## src/rtl/im_boot_ctrl_pkg.sv

```systemverilog
// im_boot_ctrl_pkg
//   Shared constants and types for the instruction-memory boot controller:
//   default memory geometry, the byte address fetch sees for word 0, and
//   the controller state encoding. Also reused by the PC reset value and
//   the instruction memory itself.
package im_boot_ctrl_pkg;

   localparam int          IM_DEPTH     = 1024;
   localparam int          IM_ADDR_W    = 10;
   localparam logic [31:0] IM_TEXT_BASE = 32'h0000_3000;

   typedef enum logic [1:0] {
      ST_CLEAR = 2'd0,
      ST_LOAD  = 2'd1,
      ST_RUN   = 2'd2
   } state_e;

endpackage

```

## src/rtl/im_boot_ctrl_if.sv

```systemverilog
// im_boot_ctrl_if
//   Valid/ready word stream from the program loader into the boot controller.
//   Ports:
//     load_valid  loader has a word available
//     load_data   32-bit instruction word
//     load_last   marks the final word of the image
//     load_ready  controller accepts a word this cycle
//   Modports: master = loader side, slave = controller side.
interface im_boot_ctrl_if;
   import im_boot_ctrl_pkg::*;

   logic        load_valid;
   logic [31:0] load_data;
   logic        load_last;
   logic        load_ready;

   modport master (output load_valid, output load_data, output load_last,
                   input  load_ready);
   modport slave  (input  load_valid, input  load_data, input  load_last,
                   output load_ready);

endinterface

```

## src/rtl/im_boot_ctrl_fetch_xlate.sv

```systemverilog
// im_fetch_xlate
//   Combinational byte-address to word-index translation with alignment and
//   range check. Shared with the data-side address decoder.
//   Ports:
//     byte_addr_i  32-bit byte address
//     word_idx_o   word index into a 2**ADDR_W word array
//     err_o        address misaligned or outside [BASE, BASE + 4*2**ADDR_W)
module im_fetch_xlate
   import im_boot_ctrl_pkg::*;
#(
   parameter int          ADDR_W = IM_ADDR_W,
   parameter logic [31:0] BASE   = IM_TEXT_BASE
) (
   input  logic [31:0]       byte_addr_i,
   output logic [ADDR_W-1:0] word_idx_o,
   output logic              err_o
);

   logic [31:0] off;

   // Subtraction wraps, so addresses below BASE become huge offsets and
   // fall out through the same upper-bits range test.
   assign off        = byte_addr_i - BASE;
   assign word_idx_o = off[ADDR_W+1:2];
   assign err_o      = (off[1:0] != 2'b00) || (off[31:ADDR_W+2] != '0);

endmodule

```

## src/rtl/im_boot_ctrl.sv

```systemverilog
// im_boot_ctrl
//   Sequences the instruction memory through zero-clear, program load and
//   run, owning the memory's single address/write port and gating the CPU.
//   Ports:
//     clk, reset     clock and synchronous active-high reset
//     ld             loader word stream (slave side)
//     reload         one-cycle request to restart clear+load from RUN
//     fetch_addr     CPU PC (byte address); fetch_instr returned word
//     cpu_run        CPU may advance
//     im_we/im_addr/im_wdata/im_rdata  memory port (async read)
//     load_count     words accepted in current load
//     err_overflow   sticky: image longer than DEPTH
//     err_fetch      sticky: misaligned or out-of-range fetch in RUN
module im_boot_ctrl
   import im_boot_ctrl_pkg::*;
#(
   parameter int          DEPTH     = IM_DEPTH,
   parameter int          ADDR_W    = IM_ADDR_W,
   parameter logic [31:0] TEXT_BASE = IM_TEXT_BASE
) (
   input  logic              clk,
   input  logic              reset,
   im_boot_ctrl_if.slave     ld,
   input  logic              reload,
   input  logic [31:0]       fetch_addr,
   output logic [31:0]       fetch_instr,
   output logic              cpu_run,
   output logic              im_we,
   output logic [ADDR_W-1:0] im_addr,
   output logic [31:0]       im_wdata,
   input  logic [31:0]       im_rdata,
   output logic [ADDR_W:0]   load_count,
   output logic              err_overflow,
   output logic              err_fetch
);

   localparam logic [ADDR_W-1:0] LAST_IDX = ADDR_W'(DEPTH - 1);

   state_e            state_q, state_d;
   logic [ADDR_W-1:0] clr_ptr_q, clr_ptr_d;
   logic [ADDR_W:0]   load_count_q, load_count_d;
   logic              err_overflow_q, err_overflow_d;
   logic              err_fetch_q, err_fetch_d;

   logic [ADDR_W-1:0] fetch_idx;
   logic              fetch_err;

   im_fetch_xlate #(
      .ADDR_W (ADDR_W),
      .BASE   (TEXT_BASE)
   ) u_xlate (
      .byte_addr_i (fetch_addr),
      .word_idx_o  (fetch_idx),
      .err_o       (fetch_err)
   );

   always_ff @(posedge clk) begin
      if (reset) begin
         state_q        <= ST_CLEAR;
         clr_ptr_q      <= '0;
         load_count_q   <= '0;
         err_overflow_q <= 1'b0;
         err_fetch_q    <= 1'b0;
      end else begin
         state_q        <= state_d;
         clr_ptr_q      <= clr_ptr_d;
         load_count_q   <= load_count_d;
         err_overflow_q <= err_overflow_d;
         err_fetch_q    <= err_fetch_d;
      end
   end

   always_comb begin
      state_d        = state_q;
      clr_ptr_d      = clr_ptr_q;
      load_count_d   = load_count_q;
      err_overflow_d = err_overflow_q;
      err_fetch_d    = err_fetch_q;
      im_we          = 1'b0;
      im_addr        = '0;
      im_wdata       = '0;
      ld.load_ready  = 1'b0;
      cpu_run        = 1'b0;
      fetch_instr    = '0;

      case (state_q)
         ST_CLEAR: begin
            im_we     = 1'b1;
            im_addr   = clr_ptr_q;
            clr_ptr_d = clr_ptr_q + 1'b1;
            if (clr_ptr_q == LAST_IDX) begin
               clr_ptr_d = '0;
               state_d   = ST_LOAD;
            end
         end

         ST_LOAD: begin
            // Ready is unconditional here, so valid alone qualifies a write.
            ld.load_ready = 1'b1;
            im_addr       = load_count_q[ADDR_W-1:0];
            im_wdata      = ld.load_data;
            im_we         = ld.load_valid;
            if (ld.load_valid) begin
               load_count_d = load_count_q + 1'b1;
               if (ld.load_last) begin
                  state_d = ST_RUN;
               end else if (load_count_q == {1'b0, LAST_IDX}) begin
                  // Memory full without a last marker: keep what fits, run it.
                  err_overflow_d = 1'b1;
                  state_d        = ST_RUN;
               end
            end
         end

         ST_RUN: begin
            cpu_run     = 1'b1;
            im_addr     = fetch_idx;
            fetch_instr = fetch_err ? 32'h0 : im_rdata;
            if (fetch_err) begin
               err_fetch_d = 1'b1;
            end
            if (reload) begin
               state_d      = ST_CLEAR;
               load_count_d = '0;
               clr_ptr_d    = '0;
            end
         end

         default: state_d = ST_CLEAR;
      endcase
   end

   assign load_count   = load_count_q;
   assign err_overflow = err_overflow_q;
   assign err_fetch    = err_fetch_q;

endmodule
```

## src/flat_wrapper.sv

```systemverilog
// flat-port wrapper written by rule: the top's interface ports become plain ports
module im_boot_ctrl_flat import im_boot_ctrl_pkg::*;
#(
   parameter int          DEPTH     = IM_DEPTH,
   parameter int          ADDR_W    = IM_ADDR_W,
   parameter logic [31:0] TEXT_BASE = IM_TEXT_BASE
)
  (clk, reset, reload, fetch_addr, fetch_instr, cpu_run, im_we, im_addr, im_wdata, im_rdata, load_count, err_overflow, err_fetch, ld_load_valid, ld_load_data, ld_load_last, ld_load_ready);
  im_boot_ctrl_if ld_i ();
  input  logic clk;
  input  logic reset;
  input  logic reload;
  input  logic [31:0] fetch_addr;
  output logic [31:0] fetch_instr;
  output logic cpu_run;
  output logic im_we;
  output logic [ADDR_W-1:0] im_addr;
  output logic [31:0] im_wdata;
  input  logic [31:0] im_rdata;
  output logic [ADDR_W:0] load_count;
  output logic err_overflow;
  output logic err_fetch;
  input wire logic [$bits(ld_i.load_valid)-1:0] ld_load_valid;
  input wire logic [$bits(ld_i.load_data)-1:0] ld_load_data;
  input wire logic [$bits(ld_i.load_last)-1:0] ld_load_last;
  output wire logic [$bits(ld_i.load_ready)-1:0] ld_load_ready;
  assign ld_i.load_valid = ld_load_valid;
  assign ld_i.load_data = ld_load_data;
  assign ld_i.load_last = ld_load_last;
  assign ld_load_ready = ld_i.load_ready;
  im_boot_ctrl #(.DEPTH(DEPTH), .ADDR_W(ADDR_W), .TEXT_BASE(TEXT_BASE)) u_core (.clk(clk), .reset(reset), .ld(ld_i), .reload(reload), .fetch_addr(fetch_addr), .fetch_instr(fetch_instr), .cpu_run(cpu_run), .im_we(im_we), .im_addr(im_addr), .im_wdata(im_wdata), .im_rdata(im_rdata), .load_count(load_count), .err_overflow(err_overflow), .err_fetch(err_fetch));
endmodule
```

## config.mk

```make
export PLATFORM = sky130hd
export DESIGN_NAME = im_boot_ctrl_flat
export DESIGN_NICKNAME = d
export VERILOG_FILES = /design/src/rtl/im_boot_ctrl_pkg.sv /design/src/rtl/im_boot_ctrl_if.sv /design/src/rtl/im_boot_ctrl_fetch_xlate.sv /design/src/rtl/im_boot_ctrl.sv /design/src/flat_wrapper.sv
export SDC_FILE = /design/constraint.sdc
export NUM_CORES = 1
export LEC_CHECK = 0
export ABC_AREA = 1
export BUFFER_PORTS_ARGS = -buffer_cell sky130_fd_sc_hd__buf_4
export CAP_MARGIN = 25
export CORE_ASPECT_RATIO = 0.7
export CORE_MARGIN = 3
export CORE_UTILIZATION = 36
export CTS_BUF_LIST = sky130_fd_sc_hd__clkbuf_4 sky130_fd_sc_hd__clkbuf_8
export DETAILED_ROUTE_END_ITERATION = 7
export PLACE_DENSITY_LB_ADDON = 0.05
export SYNTH_ARGS = -nofsm -noshare
export SYNTH_HDL_FRONTEND = slang
export SYNTH_SLANG_ARGS = --single-unit
```

## constraint.sdc

```tcl
create_clock -name clk -period 1.4 [get_ports clk]
set_clock_uncertainty 0.05 [all_clocks]
set_input_delay 0.14 -clock clk [delete_from_list [all_inputs] [get_ports clk]]
set_output_delay 0.14 -clock clk [all_outputs]
set_load 0.05 [all_outputs]
```

==> reports/qor.csv, run 1 <==
stage,metric,value,unit
status,outcome,did not finish,
status,lastStage,clock tree synthesis,
status,error,[ERROR DPL-0033] detailed placement checks failed during check placement.,
yosys,avgSynthCellArea,5.36,um^2
yosys,synth_cells,419,
clock_network,cts_buffers,3,
yosys,syn_area,2240,um^2
yosys,synth_nets,522,
yosys,yosysTopAreaCell,dfxtp_1,
yosys,synth_seq_cells,25,
clock_network,max-clock-path-buffers,2,
floorplan,die_h,72.1,um
clock_network,ctsRootBufferMaster,clkbuf_8,
clock_network,hold_buffers,0,
floorplan,pin_count,191,
clock_network,cts_setup_buffers,21,
placed_design,globalplace.congestion,0.857,
floorplan,die_w,100,um
floorplan,fp-row-count,23,
yosys,synth.distinct_cells,31,
placed_design,dp_hpwl,8180,um
yosys,yosysWarnings,0,
placed_design,place_ws,-451,ps
placed_design,portBuffers,190,
clock_network,htreeDepth,1,
yosys,yosysSeqAreaShare,22.3,%
floorplan,initial_core_util,38.2,%
clock_network,clock-sinks,25,
yosys,synth.top_cells.by_area,"dfxtp_1 (22%), nor2_1 (19%), nand2_1 (18%)",
clock_network,cts_resized,159,
yosys,synth_top_area_share,22.3,%
cells by family after synthesis:
family | synth area share [%]
xor gates and xnor gates | 0.781
and+or+nand+nor | 49.8
adders and majority gates | 1.11
DFF | 22.3
buffers and inverters | 13.9
AOI/OAI and AO/OA | 12.0
synthesized netlist by cell type:
library cell,instances
nand3_1,20
buf_2,5
nand4_1,5
o211ai_1,3
inv_1,58
nor2_1,112
xor2_1,2
nor3_4,1
nand3b_1,1
nand2_4,4
nor2_8,1
nor2_4,2
inv_2,8
o21ai_0,8
a21oi_1,20
o221ai_1,7
o31ai_1,1
o21bai_1,1
ha_1,2
inv_4,1
dfxtp_1,25
clkinv_1,2
o21ai_1,1
o22ai_1,1
nor3_1,6
a31oi_1,2
nand2_1,110
nor2_2,1
o21a_1,1
clkbuf_1,7
nor4_1,1
stage by stage:
stage	cells	cell area (um^2)
detailed placement	722	4740
floorplan	419	2910
global placement	722	4740
==> run 2, diff against run 1 <==
--- a/config.mk
+++ b/config.mk
@@ -8,12 +8,10 @@
 export ABC_AREA = 1
 export BUFFER_PORTS_ARGS = -buffer_cell sky130_fd_sc_hd__buf_4
 export CAP_MARGIN = 25
-export CORE_ASPECT_RATIO = 0.7
 export CORE_MARGIN = 3
-export CORE_UTILIZATION = 36
-export CTS_BUF_LIST = sky130_fd_sc_hd__clkbuf_4 sky130_fd_sc_hd__clkbuf_8
+export CORE_UTILIZATION = 39
 export DETAILED_ROUTE_END_ITERATION = 7
-export PLACE_DENSITY_LB_ADDON = 0.05
+export PLACE_DENSITY_LB_ADDON = 0.15
 export SYNTH_ARGS = -nofsm -noshare
 export SYNTH_HDL_FRONTEND = slang
 export SYNTH_SLANG_ARGS = --single-unit
==> constraint.sdc (replaced) <==
create_clock -name clk -period 1.82 [get_ports clk]
set_clock_uncertainty 0.05 [all_clocks]
set_input_delay 0.182 -clock clk [delete_from_list [all_inputs] [get_ports clk]]
set_output_delay 0.182 -clock clk [all_outputs]
set_load 0.05 [all_outputs]
==> run 2 against run 1 <==
Against the previous run: the flow now finishes, with violations (setup timing); synthesized cell count did not move; area after synthesis did not move.
==> reports/qor.csv, run 2 <==
stage,metric,value,unit,change
status,outcome,"complete, but fails checks",,
status,violations,setup timing,,
clock_network,ctsRootBufferMaster,clkbuf_8,,
drt,viasPerCell,5.19,,
layout,layout-drive-gt1-share,52.8,%,
yosys,yosysTopAreaCell,dfxtp_1,,
floorplan,initial_core_util,42.1,%,+3.8 points
pwr,power_leakage,2.13,nW,
critical_path,crit_path_start_kind,primary input,,
critical_path,crit_path_max_incr_delay,210,ps,
yosys,synth_common_cells,"nor2_1 (112), nand2_1 (110), inv_1 (58)",,
layout,antennaDiodeCount,0,,
yosys,synth_top_area_share,22.3,%,unchanged
global_routing,grt_pass1_wl,14000,um,
drt,antenna_left,0,,
sta,rsz0062_at_grt,yes,,
critical_path,path_cells,buf_8 -> buf_6 -> nor2_1 -> nand2_1 -> nor2_2 -> nand2_1 -> nand2_1 -> nand3_2 -> nor2_4 -> nand3_4 -> buf_12 -> nor2_2 -> buf_6,,
floorplan,core_area,5340,um^2,
yosys,syn_area,2240,um^2,unchanged
floorplan,die_h,81.9,um,+14%
critical_path,critPathMaxFanout,22,,
drt,wirelength,10500,um,
pwr,ir_drop,0.649,mV,
clock_network,clock-sinks,25,,unchanged
layout,area_growth,107,%,
sta,max_freq,507,MHz,
yosys,synth_ff_type,dfxtp_1,,
sta,fin_ws,-154,ps,
hold_path,worstHoldStart,reset,,
layout,multiInputGateArea,1900,um^2,
sta,slew-limit-headroom,79.5,%,
floorplan,pin_count,191,,unchanged
layout,fin_util,87.3,%,
global_routing,grt-ovfl-total,0,,
yosys,synthMostInstantiatedCell,nor2_1,,
critical_path,required,1590,ps,
floorplan,fp-row-count,26,,+13%
layout,mostFrequentLayoutCells,"buf_4 (154), nand2_1 (102), inv_1 (58)",,
sta,setup-tns-final,-2570,ps,
pwr,p_int,1.47,mW,
layout,regArea,510,um^2,
critical_path,r2r_start,u_core.state_q[1]$_SDFFE_PP0P_,,
layout,final_common_cell,buf_4,,
critical_path,end_kind,primary output,,
yosys,synth.distinct_cells,31,,unchanged
yosys,synth.top_cells.by_area,"dfxtp_1 (22%), nor2_1 (19%), nand2_1 (18%)",,
hold_path,min-delay-path-class,in -> reg,,
placed_design,dp_hpwl,7320,um,-11%
layout,fin_cells,687,,
sta,drv_slew,0,,
placed_design,globalplace.congestion,0.910,,+6.1%
clock_network,htreeDepth,1,,unchanged
layout,largest_reg_flops,11,,
sta,min_period,1970,ps,
clock_network,cts_buffers,3,,unchanged
yosys,yosysWarnings,0,,unchanged
critical_path,cp_slowest_cell,buf_12,,
clock_network,max-clock-path-buffers,2,,unchanged
floorplan,die_w,81.9,um,-18%
placed_design,place_ws,-134,ps,+317 ps
run,drv_cap,0,,
layout,fillers,305,,
global_routing,grt_pass1_vias,3298,,
global_routing,grt_max_degree,37,,
yosys,synth_cells,419,,unchanged
critical_path,crit_top_cell,nand2_1,,
yosys,synthArstFlopShare,0,%,unchanged
floorplan,die_area,6700,um^2,
pwr,p_per_area,680,nW/um^2,
global_routing,grt_use_total,26.1,%,
yosys,avgSynthCellArea,5.36,um^2,unchanged
global_routing,grt_antenna_before_repair,0,,
sta,min_period_over_period,108,%,
hold_path,min_to,u_core.clr_ptr_q[5]$_SDFFE_PP0P_,,
critical_path,reg2reg_depth,11,,
critical_path,arrival,1740,ps,
critical_path,crit_type,in -> out,,
drt,drc,0,,
clock_network,cts_tree,built,,
yosys,synth_nets,522,,unchanged
sta,worstMarginPinSlew,306,ps,
yosys,synth_edf_count,0,,unchanged
sta,finalHoldViolations,0,,
drt,vias,3566,,
pwr,switchingPower,1.70,mW,
pwr,clock_power_share,10.4,%,
pwr,p_seq_share,21.0,%,
critical_path,reg2reg_to,u_core.load_count[9]$_SDFFE_PP0P_,,
critical_path,crit_family,simple AND/OR/NAND/NOR gates,,
clock_network,clkLatencyLatePin,270,ps,
yosys,yosysSeqAreaShare,22.3,%,unchanged
critical_path,r2r_slack,60,ps,
drt,wl_per_cell,15.2,um,
hold_path,min_path_cells,2,,
clock_network,clk_pin_slew_worst_paths,90,ps,
sta,finalSetupViolCount,32,,
pwr,comb_power_share,68.6,%,
drt,initialDrtViolationCount,183,,
pwr,switching_share,53.7,%,
drt,dr.pass1.iters,7,,
placed_design,portBuffers,190,,unchanged
yosys,synth_seq_cells,25,,unchanged
layout,nets,721,,
placed_design,dp_cells,677,,-6.2%
critical_path,crit_buf_inv,4,,
==> run 2: cell counts after synthesis <==
Identical to the previous run, type by type.
==> run 2: worst max-delay path by stage <==
| stage | startpoint | endpoint | slack, ps | depth (start not counted) |
|---|---|---|---|---|
| 2_1_floorplan | u_core.state_q[0]$_SDFFE_PP0P_ | im_addr[8] | -290 | 5 |
| 3_3_place_gp | fetch_addr[18] | fetch_instr[29] | -90 | 12 |
| 3_5_place_dp | fetch_addr[16] | fetch_instr[29] | -130 | 12 |
| 4_1_cts | fetch_addr[14] | fetch_instr[29] | -40 | 12 |
| 5_1_grt | fetch_addr[18] | fetch_instr[14] | -250 | 13 |
| 6_report | fetch_addr[18] | fetch_instr[14] | -150 | 13 |
==> run 2: cell type report <==
cell class	instances	share of cell area, %
inverter	69	5.72
sequential	25	11.0
timing repair buffer	206	39.7
tap	70	1.88
clock buffer	4	0.967
multi-input combinational	313	40.7
==> run 2: kinds of logic (layout without fill, tap and decap cells) <==
| group | Yosys count | after routing | share of synthesized area, % |
|---|---|---|---|
| flops | 25 | 25 | 22.3 |
| fa+ha+maj | 2 | 2 | 1.11 |
| xor+xnor | 2 | 2 | 0.781 |
| buf+inv | 81 | 279 | 13.9 |
| compound gates | 45 | 45 | 12.0 |
| simple gates | 264 | 264 | 49.8 |
==> run 2: power groups by stage <==
stage	clock network (mW)	registers, mW	logic, mW
after global placement	0	0.666	1.96
after CTS	0.327	0.656	2.01
after global routing	0.365	0.668	2.29
final	0.329	0.665	2.17
after floorplan	0	0.707	1.31
after detailed placement	0	0.668	1.98
==> run 2: metrics by stage <==
stage / instance area [um^2] / hold slack [ps] / total power [mW]
after detailed placement: 4090 / 400 / 2.65
after CTS: 4290 / 134 / 3.00
after global routing: 4660 / 133 / 3.32
final: 4660 / 138 / 3.17
after global placement: 4090 / 389 / 2.62
after floorplan: 2530 / 201 / 2.01
==> run 2: timing repair <==
item / 4_1_cts / 5_1_grt
cloned: 0 / 2
setup endpoints to repair: 64 / 66
setup buffers: 0 / 4
hold buffers: 0 / 0
resized for setup: 44 / 76
pin swaps: 1 / 22
==> run 2: worst register-to-register path, delay by kind of cell (launching register included) <==
family / cells / cell delay, ps
simple gates: 7 / 780
flops: 1 / 390
buf+inv: 3 / 300
compound gates: 1 / 160
==> run 2: metal layers <==
| layer | share of wire (%) | routed length, um | global-route usage (%) |
|---|---|---|---|
| met2 | 53 | 5550 | 50.1 |
| met5 | 0 | 0 | 0 |
| met3 | 8.9 | 927 | 6.47 |
| met4 | 4.5 | 466 | 8.14 |
| met1 | 34 | 3520 | 27.6 |
Power figures use the tool's default switching activity.
==> run 3, diff against run 2 <==
--- a/config.mk
+++ b/config.mk
@@ -11,7 +11,7 @@
 export CORE_MARGIN = 3
 export CORE_UTILIZATION = 39
 export DETAILED_ROUTE_END_ITERATION = 7
-export PLACE_DENSITY_LB_ADDON = 0.15
+export PLACE_DENSITY = 0.82
 export SYNTH_ARGS = -nofsm -noshare
 export SYNTH_HDL_FRONTEND = slang
 export SYNTH_SLANG_ARGS = --single-unit
==> run 3 against run 2 <==
Against the previous run: the run still ends with setup timing left; cell count grew 1.5%; setup slack got worse by 11 ps; cell area up 3.9%; global-route usage up 0.61 points; wire length up 19%; via count increased by 8.9%; clock power increased by 4%; register-to-register slack worse by 170 ps; critical path depth unchanged; die area unchanged; critical path type unchanged; largest power group unchanged.
==> reports/qor.csv, run 3 (same netlist as run 2, synthesis figures left out) <==
stage,metric,value,unit,change
critical_path,cp_slowest_cell,buf_6,,
sta,drv_slew,0,,unchanged
floorplan,die_area,6700,um^2,unchanged
pwr,ir_drop,0.631,mV,-2.7%
layout,layout-drive-gt1-share,52.8,%,about the same
sta,finalHoldViolations,0,,unchanged
clock_network,clkLatencyLatePin,270,ps,about the same
placed_design,dp_cells,676,,-0.15%
layout,multiInputGateArea,1900,um^2,+0.26%
drt,wl_per_cell,17.8,um,+17%
global_routing,grt_antenna_before_repair,0,,unchanged
critical_path,end_kind,primary output,,
global_routing,grt_pass1_wl,14300,um,+2.5%
placed_design,portBuffers,190,,unchanged
floorplan,core_area,5340,um^2,unchanged
run,drv_cap,0,,unchanged
layout,final_common_cell,buf_4,,
drt,drc,0,,unchanged
global_routing,grt_pass1_vias,3299,,+0.030%
critical_path,crit_path_max_incr_delay,160,ps,-50 ps
clock_network,htreeDepth,1,,unchanged
placed_design,globalplace.congestion,0.883,,-3.0%
global_routing,grt_max_degree,45,,+22%
drt,vias,3882,,+8.9%
sta,worstMarginPinSlew,457,ps,+151 ps
drt,initialDrtViolationCount,352,,+92%
drt,viasPerCell,5.57,,+7.3%
global_routing,grt_use_total,26.7,%,+0.61 points
critical_path,crit_type,in -> out,,
status,outcome,"complete, but fails checks",,
critical_path,arrival,1750,ps,about the same
pwr,p_per_area,685,nW/um^2,+0.77%
sta,slew-limit-headroom,69.4,%,-10 points
sta,rsz0062_at_grt,yes,,
sta,setup-tns-final,-4400,ps,-1840 ps
sta,min_period_over_period,109,%,+0.60 points
layout,fillers,230,,-25%
drt,wirelength,12400,um,+19%
layout,mostFrequentLayoutCells,"buf_4 (159), nand2_1 (106), inv_1 (58)",,
critical_path,required,1590,ps,about the same
sta,fin_ws,-165,ps,-10.9 ps
critical_path,crit_path_start_kind,primary input,,
floorplan,fp-row-count,26,,unchanged
clock_network,cts_buffers,3,,unchanged
clock_network,max-clock-path-buffers,2,,unchanged
layout,largest_reg_flops,11,,unchanged
sta,finalSetupViolCount,35,,+9.4%
sta,min_period,1980,ps,+10.9 ps
sta,worst_hold_slack,147,ps,+9.38 ps
critical_path,crit_top_cell,nand2_1,,
clock_network,clk_pin_slew_worst_paths,90,ps,about the same
floorplan,initial_core_util,42.1,%,unchanged
clock_network,cts_tree,built,,
global_routing,grt-ovfl-total,0,,unchanged
layout,fin_cells,697,,+1.5%
drt,dr.pass1.iters,5,,-2
floorplan,die_w,81.9,um,unchanged
hold_path,min-delay-path-class,in -> reg,,
critical_path,path_cells,buf_4 -> nor2_4 -> nand2_1 -> nor2_1 -> nand2_1 -> nand2_1 -> nand2_1 -> nor2_2 -> nand3_2 -> buf_6 -> buf_12 -> nor2_4 -> buf_8,,
floorplan,pin_count,191,,unchanged
clock_network,clock-sinks,25,,unchanged
layout,nets,731,,+1.4%
layout,antennaDiodeCount,0,,unchanged
critical_path,critPathMaxFanout,8,,-64%
status,violations,setup timing,,
pwr,power_leakage,2.22,nW,+4.2%
placed_design,place_ws,-176,ps,-41.4 ps
layout,area_growth,116,%,
placed_design,dp_hpwl,7230,um,-1.2%
floorplan,die_h,81.9,um,unchanged
sta,max_freq,504,MHz,-0.55%
drt,antenna_left,0,,unchanged
clock_network,ctsRootBufferMaster,clkbuf_8,,
layout,regArea,513,um^2,+0.49%
## run 3: worst paths after layout
check | end | cells after the start | slack [ps] | from
setup / recovery | fetch_instr[9] | 13 | -160 | fetch_addr[22]
hold / removal | u_core.load_count[1]$_SDFFE_PP0P_ | 2 | 150 | reset
setup reg to reg | u_core.state_q[0]$_SDFFE_PP0P_ | 8 | -110 | u_core.clr_ptr_q[1]$_SDFFE_PP0P_
hold reg to reg | u_core.err_fetch$_SDFFE_PP0P_ | 2 | 450 | u_core.err_fetch$_SDFFE_PP0P_
## run 3: worst max-delay path, delay by kind of cell
kind | cells | cell delay [ps]
buf+inv | 4 | 590
simple gates | 9 | 980
## run 3: layer usage
layer / track usage (%) / wire length (um) / vias to the layer above
li1: - / - / 1714
met1: 27.7 / 3970 / 1757
met2: 53.5 / 6380 / 319
met3: 5.48 / 1320 / 92
met4: 6.64 / 734 / 0
met5: 0 / 0 / -
## run 3: area by class of cell
type,count,area share [%]
clock buffer,4,0.931
multi-input combinational,313,39.3
sequential,25,10.6
inverter,69,5.56
timing repair buffer,216,41.8
tap,70,1.81
## run 3: timing repair
action,CTS,global route
buffers inserted,4,7
gates resized for setup,64,63
pin swaps,15,26
hold buffers,0,0
setup endpoints to repair,66,44
gates cloned,2,4
## run 3: power breakdown
| part | total (mW) | internal [mW] | switching, mW |
|---|---|---|---|
| registers | 0.669 | 0.603 | 0.0657 |
| logic | 2.31 | 0.744 | 1.56 |
| clock network | 0.341 | 0.157 | 0.184 |
## run 3: metrics by stage
step                      cell area (um^2)  power [mW]  utilization (%)
final                                 4840        3.32             90.7
after CTS                             4460        3.02             83.6
after global placement                4090        2.63             76.7
after floorplan                       2530        2.01                -
after detailed placement              4090        2.66             76.7
after global routing                  4840        3.46             90.7
